--- config.mk ---
export PLATFORM = sky130hd
export DESIGN_NAME = instruction_fetch
export DESIGN_NICKNAME = d
export VERILOG_FILES = /design/src/rtl/instruction_fetch_pkg.sv /design/src/rtl/instruction_fetch_fetch_fifo.sv /design/src/rtl/instruction_fetch.sv
export SDC_FILE = /design/constraint.sdc
export NUM_CORES = 1
export LEC_CHECK = 0
export ABC_AREA = 1
export BUFFER_PORTS_ARGS = -buffer_cell sky130_fd_sc_hd__buf_2
export CAP_MARGIN = 20
export CORE_ASPECT_RATIO = 1.2
export CORE_MARGIN = 1.5
export CORE_UTILIZATION = 50
export CTS_BUF_LIST = sky130_fd_sc_hd__clkbuf_8 sky130_fd_sc_hd__clkbuf_16
export DETAILED_ROUTE_END_ITERATION = 16
export GPL_TIMING_DRIVEN = 0
export HOLD_SLACK_MARGIN = 0.12
export PLACE_DENSITY = 0.85
export RECOVER_POWER = 25
export SLEW_MARGIN = 20
export SYNTH_ARGS = -nofsm -noshare
export SYNTH_HDL_FRONTEND = slang
export SYNTH_SLANG_ARGS = --single-unit
--- constraint.sdc ---
create_clock -name clk -period 3.64 [get_ports clk]
set_input_delay 0.728 -clock clk [delete_from_list [all_inputs] [get_ports clk]]
set_output_delay 0.728 -clock clk [all_outputs]
set_load 0.01 [all_outputs]
--- src/rtl/instruction_fetch_pkg.sv ---
// Shared definitions for the instruction fetch stage.
// Holds the NOP encoding, the fetch FSM state encoding, the default reset PC
// and the layout of one buffered {pc, insn} entry. Opcode constants used by
// the decoder are defined alongside the decoder, not here.
package instruction_fetch_pkg;

    localparam logic [31:0] NOP_INSN         = 32'h0000_0013;
    localparam logic [31:0] DEFAULT_RESET_PC = 32'h0000_0000;

    // S_REQ : may issue a request (if buffer space is available)
    // S_WAIT: exactly one request in flight, its response will be kept
    // S_DROP: exactly one request in flight, its response will be discarded
    typedef enum logic [1:0] {
        S_REQ  = 2'd0,
        S_WAIT = 2'd1,
        S_DROP = 2'd2
    } fetch_state_e;

    typedef struct packed {
        logic [31:0] pc;
        logic [31:0] insn;
    } fetch_entry_t;

    // Force a byte address onto a word boundary.
    function automatic logic [31:0] word_align(input logic [31:0] addr);
        return {addr[31:2], 2'b00};
    endfunction

endpackage

--- src/rtl/instruction_fetch_fetch_fifo.sv ---
// fetch_fifo: small instruction buffer of DEPTH x {pc, insn} entries.
// Head entry is visible combinationally. Flush clears the buffer and
// overrides any push/pop in the same cycle. Push and pop together are legal
// at any occupancy, including full. DEPTH must be a power of two >= 2.
module fetch_fifo
    import instruction_fetch_pkg::*;
#(
    parameter int DEPTH = 2,
    localparam int AW = (DEPTH > 1) ? $clog2(DEPTH) : 1,
    localparam int CW = $clog2(DEPTH) + 1
) (
    input  logic          clk,
    input  logic          rst,
    input  logic          flush,
    input  logic          push,
    input  fetch_entry_t  push_data,
    input  logic          pop,
    output fetch_entry_t  head_data,
    output logic [CW-1:0] count,
    output logic          full,
    output logic          empty
);

    logic [AW-1:0] wr_ptr_q, wr_ptr_d;
    logic [AW-1:0] rd_ptr_q, rd_ptr_d;
    logic [CW-1:0] count_q, count_d;
    logic          do_push;
    logic          do_pop;
    fetch_entry_t  slot_q [DEPTH];

    assign full  = (count_q == CW'(DEPTH));
    assign empty = (count_q == '0);
    assign count = count_q;

    // A pop frees the slot the push may need, so push-while-full is fine
    // when a pop happens in the same cycle.
    assign do_pop  = pop & ~empty & ~flush;
    assign do_push = push & (~full | do_pop) & ~flush;

    // Pointer and occupancy bookkeeping; flush wins over everything.
    always_comb begin
        wr_ptr_d = wr_ptr_q;
        rd_ptr_d = rd_ptr_q;
        count_d  = count_q;
        if (flush) begin
            wr_ptr_d = '0;
            rd_ptr_d = '0;
            count_d  = '0;
        end else begin
            if (do_push) wr_ptr_d = wr_ptr_q + AW'(1);
            if (do_pop)  rd_ptr_d = rd_ptr_q + AW'(1);
            count_d = count_q + CW'(do_push) - CW'(do_pop);
        end
    end

    // Pointer/count registers.
    always_ff @(posedge clk or posedge rst) begin
        if (rst) begin
            wr_ptr_q <= '0;
            rd_ptr_q <= '0;
            count_q  <= '0;
        end else begin
            wr_ptr_q <= wr_ptr_d;
            rd_ptr_q <= rd_ptr_d;
            count_q  <= count_d;
        end
    end

    // Entry storage: contents are only meaningful below count, so no reset.
    generate
        for (genvar gi = 0; gi < DEPTH; gi++) begin : g_slot
            logic wr_en;
            assign wr_en = do_push && (wr_ptr_q == AW'(gi));
            // Capture the pushed entry into this slot.
            always_ff @(posedge clk) begin
                if (wr_en) slot_q[gi] <= push_data;
            end
        end
    endgenerate

    assign head_data = slot_q[rd_ptr_q];

endmodule

--- src/rtl/instruction_fetch.sv ---
// instruction_fetch: PC owner and fetch stage in front of the decoder.
// Issues one word read at a time to instruction memory (valid/ready request,
// valid-only response), buffers returned words in fetch_fifo and presents
// {ins, ins_pc} to decode. Redirects from execute flush the buffer and mark
// any in-flight response as stale.
// Optional build macro: FETCH_MISALIGN_CHECK_EN enables a sticky fetch_fault
// on redirects to non-word-aligned targets; without it the target's low two
// bits are ignored and fetch_fault is constant 0.
module instruction_fetch
    import instruction_fetch_pkg::*;
#(
    parameter logic [31:0] RESET_PC   = DEFAULT_RESET_PC,
    parameter int          FIFO_DEPTH = 2
) (
    input  logic        clk,
    input  logic        rst,
    output logic        imem_req_valid,
    input  logic        imem_req_ready,
    output logic [31:0] imem_addr,
    input  logic        imem_rsp_valid,
    input  logic [31:0] imem_rdata,
    input  logic        redirect_valid,
    input  logic [31:0] redirect_pc,
    output logic        ins_valid,
    input  logic        ins_ready,
    output logic [31:0] ins,
    output logic [31:0] ins_pc,
    output logic        fetch_fault
);

    localparam int CW = $clog2(FIFO_DEPTH) + 1;

    fetch_state_e  state_q, state_d;
    logic [31:0]   pc_q, pc_d;
    logic [31:0]   req_addr_q, req_addr_d;
    logic          req_hs;
    logic          fault_active;
    logic          redir_bad;
    logic [31:0]   redir_target;
    logic [CW-1:0] free_slots;

    logic          fifo_push, fifo_pop, fifo_flush;
    logic          fifo_full, fifo_empty;
    logic [CW-1:0] fifo_count;
    fetch_entry_t  fifo_head, fifo_push_data;
    logic          unused_ok;

    assign redir_target = word_align(redirect_pc);

`ifdef FETCH_MISALIGN_CHECK_EN
    logic fault_q, fault_d;

    assign redir_bad = redirect_valid && (redirect_pc[1:0] != 2'b00);

    // Every redirect decides the fault flag: misaligned sets, aligned clears.
    always_comb begin
        fault_d = fault_q;
        if (redirect_valid) fault_d = redir_bad;
    end

    // Sticky fault flag register.
    always_ff @(posedge clk or posedge rst) begin
        if (rst) fault_q <= 1'b0;
        else     fault_q <= fault_d;
    end

    assign fault_active = fault_q;
    assign fetch_fault  = fault_q;
    assign unused_ok    = fifo_full;
`else
    assign redir_bad    = 1'b0;
    assign fault_active = 1'b0;
    assign fetch_fault  = 1'b0;
    // Low target bits are deliberately ignored in this build.
    assign unused_ok    = ^{redirect_pc[1:0], fifo_full, redir_bad};
`endif

    assign free_slots = CW'(FIFO_DEPTH) - fifo_count;
    assign req_hs     = imem_req_valid & imem_req_ready;

    // FSM state register.
    always_ff @(posedge clk or posedge rst) begin
        if (rst) state_q <= S_REQ;
        else     state_q <= state_d;
    end

    // FSM next state: a redirect turns whatever is (or becomes) in flight stale.
    always_comb begin
        state_d = state_q;
        unique case (state_q)
            S_REQ: begin
                if (req_hs) state_d = redirect_valid ? S_DROP : S_WAIT;
            end
            S_WAIT: begin
                if (redirect_valid)      state_d = imem_rsp_valid ? S_REQ : S_DROP;
                else if (imem_rsp_valid) state_d = S_REQ;
            end
            S_DROP: begin
                if (imem_rsp_valid) state_d = S_REQ;
            end
            default: state_d = S_REQ;
        endcase
    end

    // FSM outputs: request gating, buffer push/pop/flush.
    always_comb begin
        imem_req_valid = 1'b0;
        fifo_push      = 1'b0;
        fifo_pop       = 1'b0;
        fifo_flush     = redirect_valid;
        // Space is reserved before issuing, so the response always fits.
        if (!rst && state_q == S_REQ && free_slots != '0 && !fault_active)
            imem_req_valid = 1'b1;
        if (state_q == S_WAIT && imem_rsp_valid && !redirect_valid)
            fifo_push = 1'b1;
        if (ins_valid && ins_ready && !redirect_valid)
            fifo_pop = 1'b1;
    end

    // PC and request-address update; redirect beats the handshake increment.
    always_comb begin
        pc_d       = pc_q;
        req_addr_d = req_addr_q;
        if (req_hs) req_addr_d = pc_q;
        if (redirect_valid) pc_d = redir_target;
        else if (req_hs)    pc_d = pc_q + 32'd4;
    end

    // PC and request-address registers.
    always_ff @(posedge clk or posedge rst) begin
        if (rst) begin
            pc_q       <= RESET_PC;
            req_addr_q <= RESET_PC;
        end else begin
            pc_q       <= pc_d;
            req_addr_q <= req_addr_d;
        end
    end

    assign imem_addr         = pc_q;
    assign fifo_push_data.pc   = req_addr_q;
    assign fifo_push_data.insn = imem_rdata;

    fetch_fifo #(
        .DEPTH(FIFO_DEPTH)
    ) u_fifo (
        .clk      (clk),
        .rst      (rst),
        .flush    (fifo_flush),
        .push     (fifo_push),
        .push_data(fifo_push_data),
        .pop      (fifo_pop),
        .head_data(fifo_head),
        .count    (fifo_count),
        .full     (fifo_full),
        .empty    (fifo_empty)
    );

    assign ins_valid = ~fifo_empty;
    assign ins       = fifo_empty ? NOP_INSN : fifo_head.insn;
    assign ins_pc    = fifo_empty ? 32'h0000_0000 : fifo_head.pc;

endmodule
* Word level (Yosys, flattened, before mapping)
Memories as Yosys holds them, arrays and structs flattened.
Cells that the tools add are included.
** Word-level totals
- Input port bits :: 70
- Flip-flop bits (word level) :: 70
- Memories kept :: 1
- Word-level logic and storage cells :: 69
- Output and inout bits :: 99
- RAM bits :: 128
** Operators by class
- Equality and inequality tests :: 4
- Reductions and logical operators :: 17
- Add/subtract/negate cells :: 6
- Muxes and demuxes :: 25
- Bitwise logic cells :: 10
** Memory list
- u_fifo.slot_q :: words 2, width 64, read ports 1, clocked after Yosys merged registers in 0, wr ports 1, line instruction_fetch_fetch_fifo.sv:29 : fetch_entry_t slot_q [DEPTH];
** Operators by type and width (number)
- 32-bit 2-to-1 mux :: 4
- 64-bit 2-to-1 mux :: 1
- 64-bit OR reduction :: 1
- 32-bit by 3-bit adder with 32-bit output, second input constant :: 1
- 1-bit 2-to-1 mux :: 13
- 2-bit 2-to-1 mux :: 6
- 1-bit logical AND :: 8
- 2-bit nonzero test :: 4
- 2-bit one-hot mux with 3 select lines :: 1
- 1-bit AND :: 5
- 2-bit equality test, second input constant :: 2
- 2-bit logical NOT :: 2
- 1-bit inverter :: 4
- 1-bit adder, second input constant :: 2
- 2-bit by 1-bit adder with 2-bit output :: 1
- 2-bit by 1-bit equality test with 1-bit output, second input constant :: 1
- 1-bit logical NOT :: 2
- 2-bit != test, second input constant :: 1
- 2-bit by 1-bit subtractor with 2-bit output :: 1
- 2-bit subtractor, first input constant :: 1
- 1-bit OR :: 1

* Longest topological paths before layout
- Word-level depth :: 15
- Depth in mapped cells :: 9
- Depth with buffers taken out :: 9

* Hierarchy
Synthesis repeated with hierarchy kept, for this count alone.
** Unflattened totals
- Cells, all modules :: 991
- Area total of the unflattened synthesis :: 8866.0 um^2
** By module, submodules not included
- fetch_fifo :: times used 1, area each 4929.7 um^2, cells each 369
- instruction_fetch :: times used 1, area each 3936.3 um^2, cells each 622

* Worst setup path after synthesis
Ideal clock, no wire load.
- Path kind :: input-to-reg
- Start :: in redirect_valid
- End :: mem u_fifo.slot_q[0][0] (netlist bit) (enable)
- Path slack :: -0.502 ns
- Stages :: 5
- Required time :: 3.158 ns
- Library setup time :: 0.482 ns
- Data arrival time :: 3.659 ns
- Path through :: inv_1 > nand2_1 > nor2_1 > o21ai_1 > nor2_1
** On the way
- Elaborated cells on any way between the ends :: 20
- Classes of those cells :: mux: 8; bitwise: 6; reduce/logical: 6
** RTL lines
- start, declared :: line instruction_fetch.sv:22 : input logic redirect_valid,
- 1-bit logical NOT :: line instruction_fetch.sv:114, instruction_fetch.sv:116
- 1-bit logical AND :: line instruction_fetch.sv:116 : if (ins_valid && ins_ready && !redirect_valid)
- 1-bit 2-to-1 mux :: line instruction_fetch.sv:116
- 1-bit AND (2 in series) :: line instruction_fetch_fetch_fifo.sv:37 : assign do_pop = pop & ~empty & ~flush;
- 1-bit OR :: line instruction_fetch_fetch_fifo.sv:38 : assign do_push = push & (~full | do_pop) & ~flush;
- 1-bit AND :: line instruction_fetch_fetch_fifo.sv:38
- 1-bit AND * :: line instruction_fetch_fetch_fifo.sv:38
- 1-bit logical AND * :: line instruction_fetch_fetch_fifo.sv:73 : assign wr_en = do_push && (wr_ptr_q == AW'(gi));
- named net u_fifo.g_slot[0].wr_en :: line instruction_fetch_fetch_fifo.sv:72 : logic wr_en;
- 1-bit 2-to-1 mux * :: line instruction_fetch_fetch_fifo.sv:76 : if (wr_en) slot_q[gi] <= push_data;
- 1-bit 2-to-1 mux (not written as such) * :: line instruction_fetch_fetch_fifo.sv:76
- 1-bit 2-to-1 mux (no source line) *
- end, declared :: line instruction_fetch_fetch_fifo.sv:29
The timed path passes the listed nets; every way through them passes the cells marked *.

* Final worst setup path
- Start :: in rst
- End :: out imem_req_valid
** On the way
- Cells in the longest elaborated chain, start to end :: 4
** Ends and longest elaborated chain
- start, declared :: line instruction_fetch.sv:16 : input logic rst,
- 1-bit logical NOT (no source line)
- 1-bit logical AND (2 in series) :: line instruction_fetch.sv:112 : if (!rst && state_q == S_REQ && free_slots != '0 && !fault_active)
- 1-bit 2-to-1 mux :: line instruction_fetch.sv:112
- end, declared :: line instruction_fetch.sv:17 : output logic imem_req_valid,
No other way between the ends.

==> impl_metrics.py <==
metrics = {
    "grt": {
        "grt_pass1_wl_um": 30230,
        "antenna_found_initial": 0,
        "first_global_vias": 6162,
        "grt_max_degree": 46,
        "globalRoute.totalOverflow": 0,
        "grt_usage_pct": 22.87,
    },
    "logic_synthesis": {
        "synth_xor_area_share_pct": 0.3177,
        "async_flop_share_pct": 34.74,
        "synth.avg_cell_area_um2": 9.822,
        "yosys-mux-area-fraction_pct": 0,
        "synthAdderAreaFrac_pct": 0.4539,
        "ys_seq_area_share_pct": 64.99,
        "synth_edf_count": 124,
        "synth_top_family_by_area": "simple AND/OR/NAND/NOR gates",
        "ys_ff_latch": 190,
        "ys.flop_type": "edfxtp_1",
        "synth_area_um2": 8270,
        "synth_simple_gate_area_share_pct": 20.91,
        "ys_warn_count": 0,
        "syn_inst": 842,
        "yosysUniqueCellTypes": 26,
        "synth_compound_area_share_pct": 8.094,
    },
    "power_and_ir_drop": {
        "pwr-share-clk_pct": 30.0,
        "internal_power_mw": 4.117,
        "pwr_density_cell_nw_per_um2": 589.2,
        "p_sw_mw": 1.811,
        "peakVddDrop_mv": 0.3097,
        "switching_share_pct": 30.56,
        "combPwrFrac_pct": 19.7,
        "power.leakage_nw": 4.377,
        "pwr-share-seq_pct": 50.3,
    },
    "placement": {
        "numPortBuffers": 161,
        "post_dp_cell_area_um2": 9504,
        "hpwl_um": 14240,
        "gp_congestion": 0.8944,
    },
    "setup_path": {
        "cp_max_fo": 24,
        "timing.reg2reg.worst_path_depth": 5,
        "cp.arrival_ns": 2.30,
        "critical_path_class": "in2out",
        "rrSetupSlack_ns": 1.44,
        "cp-start-kind": "input pin",
        "end_kind": "output port",
        "cp.required_ns": 2.91,
        "regToRegEndpoint": "u_fifo.slot_q[0][28]$_DFFE_PP_",
        "r2r_start": "u_fifo.count[0]$_DFF_PP0_",
    },
    "cts": {
        "cts-resized-gates": 0,
        "holdBufCountCts": 0,
        "clkTransAtPathRegs_ns": 0.07,
        "h-tree-depth": 4,
        "tritoncts": "done",
        "clock_latency_ns": 0.43,
        "cts_sinks": 190,
        "cts_root_buffer": "clkbuf_16",
        "post_cts_buffers": 0,
        "cts.path.max_buffers": 2,
        "numCtsBuffers": 17,
    },
    "final_layout": {
        "drive_gt1_share_pct": 20.50,
        "fill_cells": 1334,
        "nNetsFinal": 1104,
        "fin_area_um2": 10060,
        "n_antenna_cell": 0,
        "final_util_pct": 62.07,
        "syn2layout_area_growth_pct": 21.65,
    },
    "floorplan": {
        "die-width_um": 120.4,
        "num_rows": 51,
        "ios": 169,
        "fp.dieH_um": 143.9,
        "dieArea_um2": 17320,
        "core_area_um2": 16210,
        "start_util_pct": 51.03,
    },
    "drt": {
        "drc": 0,
        "via_count": 6518,
        "dr_wl_met3_um": 1220,
        "first_pass_iters": 5,
        "wl_met1_um": 7519,
        "wl_per_cell_um": 15.42,
        "ant_nets": 0,
        "top_layer": "met4",
        "wl_met2_um": 10100,
        "dr.first_iter.drc_count": 454,
        "viasPerCell": 5.189,
        "drt_wl_total_um": 19370,
    },
    "timing": {
        "hold_violations": 0,
        "rsz0062_at_grt": "no",
        "tightest_slew_ns": 1.172,
        "fin_tns_setup_ns": 0,
        "setup_viol": 0,
        "fin_crit_sh_pct": 83.07,
        "slew_violations": 0,
        "max_freq_ghz": 0.3307,
        "fin_crit_ns": 3.024,
        "maxSlewHeadroom_pct": 21.42,
        "finClkSkew_ns": 0.009751,
    },
    "worst_hold_path": {
        "holdPathStages": 0,
        "min_path_type": "reg2reg",
        "whs_endpoint": "u_fifo.slot_q[0][57]$_DFFE_PP_",
        "hold_start": "req_addr_q[25]$_DFFE_PP0P_",
    },
    "job": {
        "maxCapViolCount": 0,
    },
    "run_status": {
        "status": "finished, final reports clean",
    },
}
[registers in the layout (all words and copies together), names as in the netlist]
name,cells
req_addr_q,30
imem_addr,30
u_fifo.slot_q,124
u_fifo.count,2
u_fifo.rd_ptr_q,1
state_q,2
u_fifo.wr_ptr_q,1
[worst max-delay path, stage by stage]
cell and delay, ns:
clkbuf_1 0.09, clkinvlp_2 0.91, nand2_1 0.32, nor2_1 0.09, buf_2 0.14
[cells by family after synthesis]
family          count (synthesis)
fa+ha+maj                       3
compound gates                130
flops                         190
xor+xnor                        3
buf+inv                       106
other cells                     1
simple gates                  409
[routing by layer]
layer	global-route usage [%]	up-vias
li1	-	3167
met1	27.17	3070
met2	40.64	247
met3	4.048	34
met4	10.15	0
met5	0	-
[cell type report]
class | count | area [um2] | area share [%]
multi-input combinational | 550 | 2496 | 24.81
clock buffer | 19 | 464.2 | 4.614
timing repair buffer | 166 | 918.4 | 9.128
inverter | 66 | 249.0 | 2.475
sequential | 190 | 5375 | 53.43
tap | 212 | 265.3 | 2.636
buffer | 40 | 181.4 | 1.803
clock inverter | 13 | 111.4 | 1.107
[cells in the final DEF, fill, tap and decap left out, types with 3 or more instances in the layout]
cell       count
buf_4          7
a21oi_1       62
conb_1         5
clkbuf_16     18
buf_16         4
o21ai_0       58
inv_6          3
buf_2        151
clkbuf_1      43
nor2_1        41
o211ai_1       7
edfxtp_1     124
dfrtp_1       66
nand2_1      284
nand3_1       64
ha_1           3
nor2_4        11
clkinv_2       3
inv_1         64
[power groups by stage]
| stage | Combinational (mW) | Clock (mW) | Sequential, mW |
|---|---|---|---|
| floorplan | 0.700 | 0 | 2.96 |
| global placement | 1.10 | 0 | 2.99 |
| detailed placement | 1.17 | 0 | 3.01 |
| CTS | 1.18 | 1.81 | 2.97 |
| global route | 1.31 | 1.90 | 3.02 |
| finish | 1.17 | 1.78 | 2.98 |
[synth_stat cells, types with 2 or more instances]
cell type  number  share of area (%)
inv_1          64                2.9
inv_2           2              0.091
nand2_2         2               0.15
o21ai_1         2               0.12
o211ai_1        7               0.64
xnor2_1         2               0.21
nand2_1       284                 13
a21oi_1        62                3.8
buf_2           4               0.24
nor2_2          2               0.15
dfrtp_1        66                 20
ha_1            3               0.45
nor2_4          9                1.2
nand2_4         2               0.27
o21ai_0        58                3.5
buf_4           7               0.64
edfxtp_1      124                 45
clkbuf_1       29                1.3
nor2_1         43                2.0
nand3_1        64                3.9
[through the flow]
stage / hold WS, ns / total power [mW] / worst slack, ns / instances
after floorplan: 0.4424 / 3.665 / -0.5017 / 846
after global placement: 0.4491 / 4.095 / -1.981 / 1219
after detailed placement: 0.4544 / 4.182 / 1.072 / 1224
after CTS: 0.2632 / 5.963 / 0.6635 / 1256
after global routing: 0.4696 / 6.231 / 0.3610 / 1256
final: 0.4711 / 5.928 / 0.6162 / 1256
[worst max-delay path by stage]
stage | start | end
floorplan | redirect_valid | u_fifo.slot_q[0][0]$_DFFE_PP_
global placement | redirect_valid | u_fifo.slot_q[0][14]$_DFFE_PP_
detailed placement | redirect_valid | u_fifo.count[1]$_DFF_PP0_
CTS | u_fifo.rd_ptr_q$_DFFE_PP0P_ | ins_pc[15]
global route | rst | imem_req_valid
finish | rst | imem_req_valid
Power figures use the tool's default switching activity.
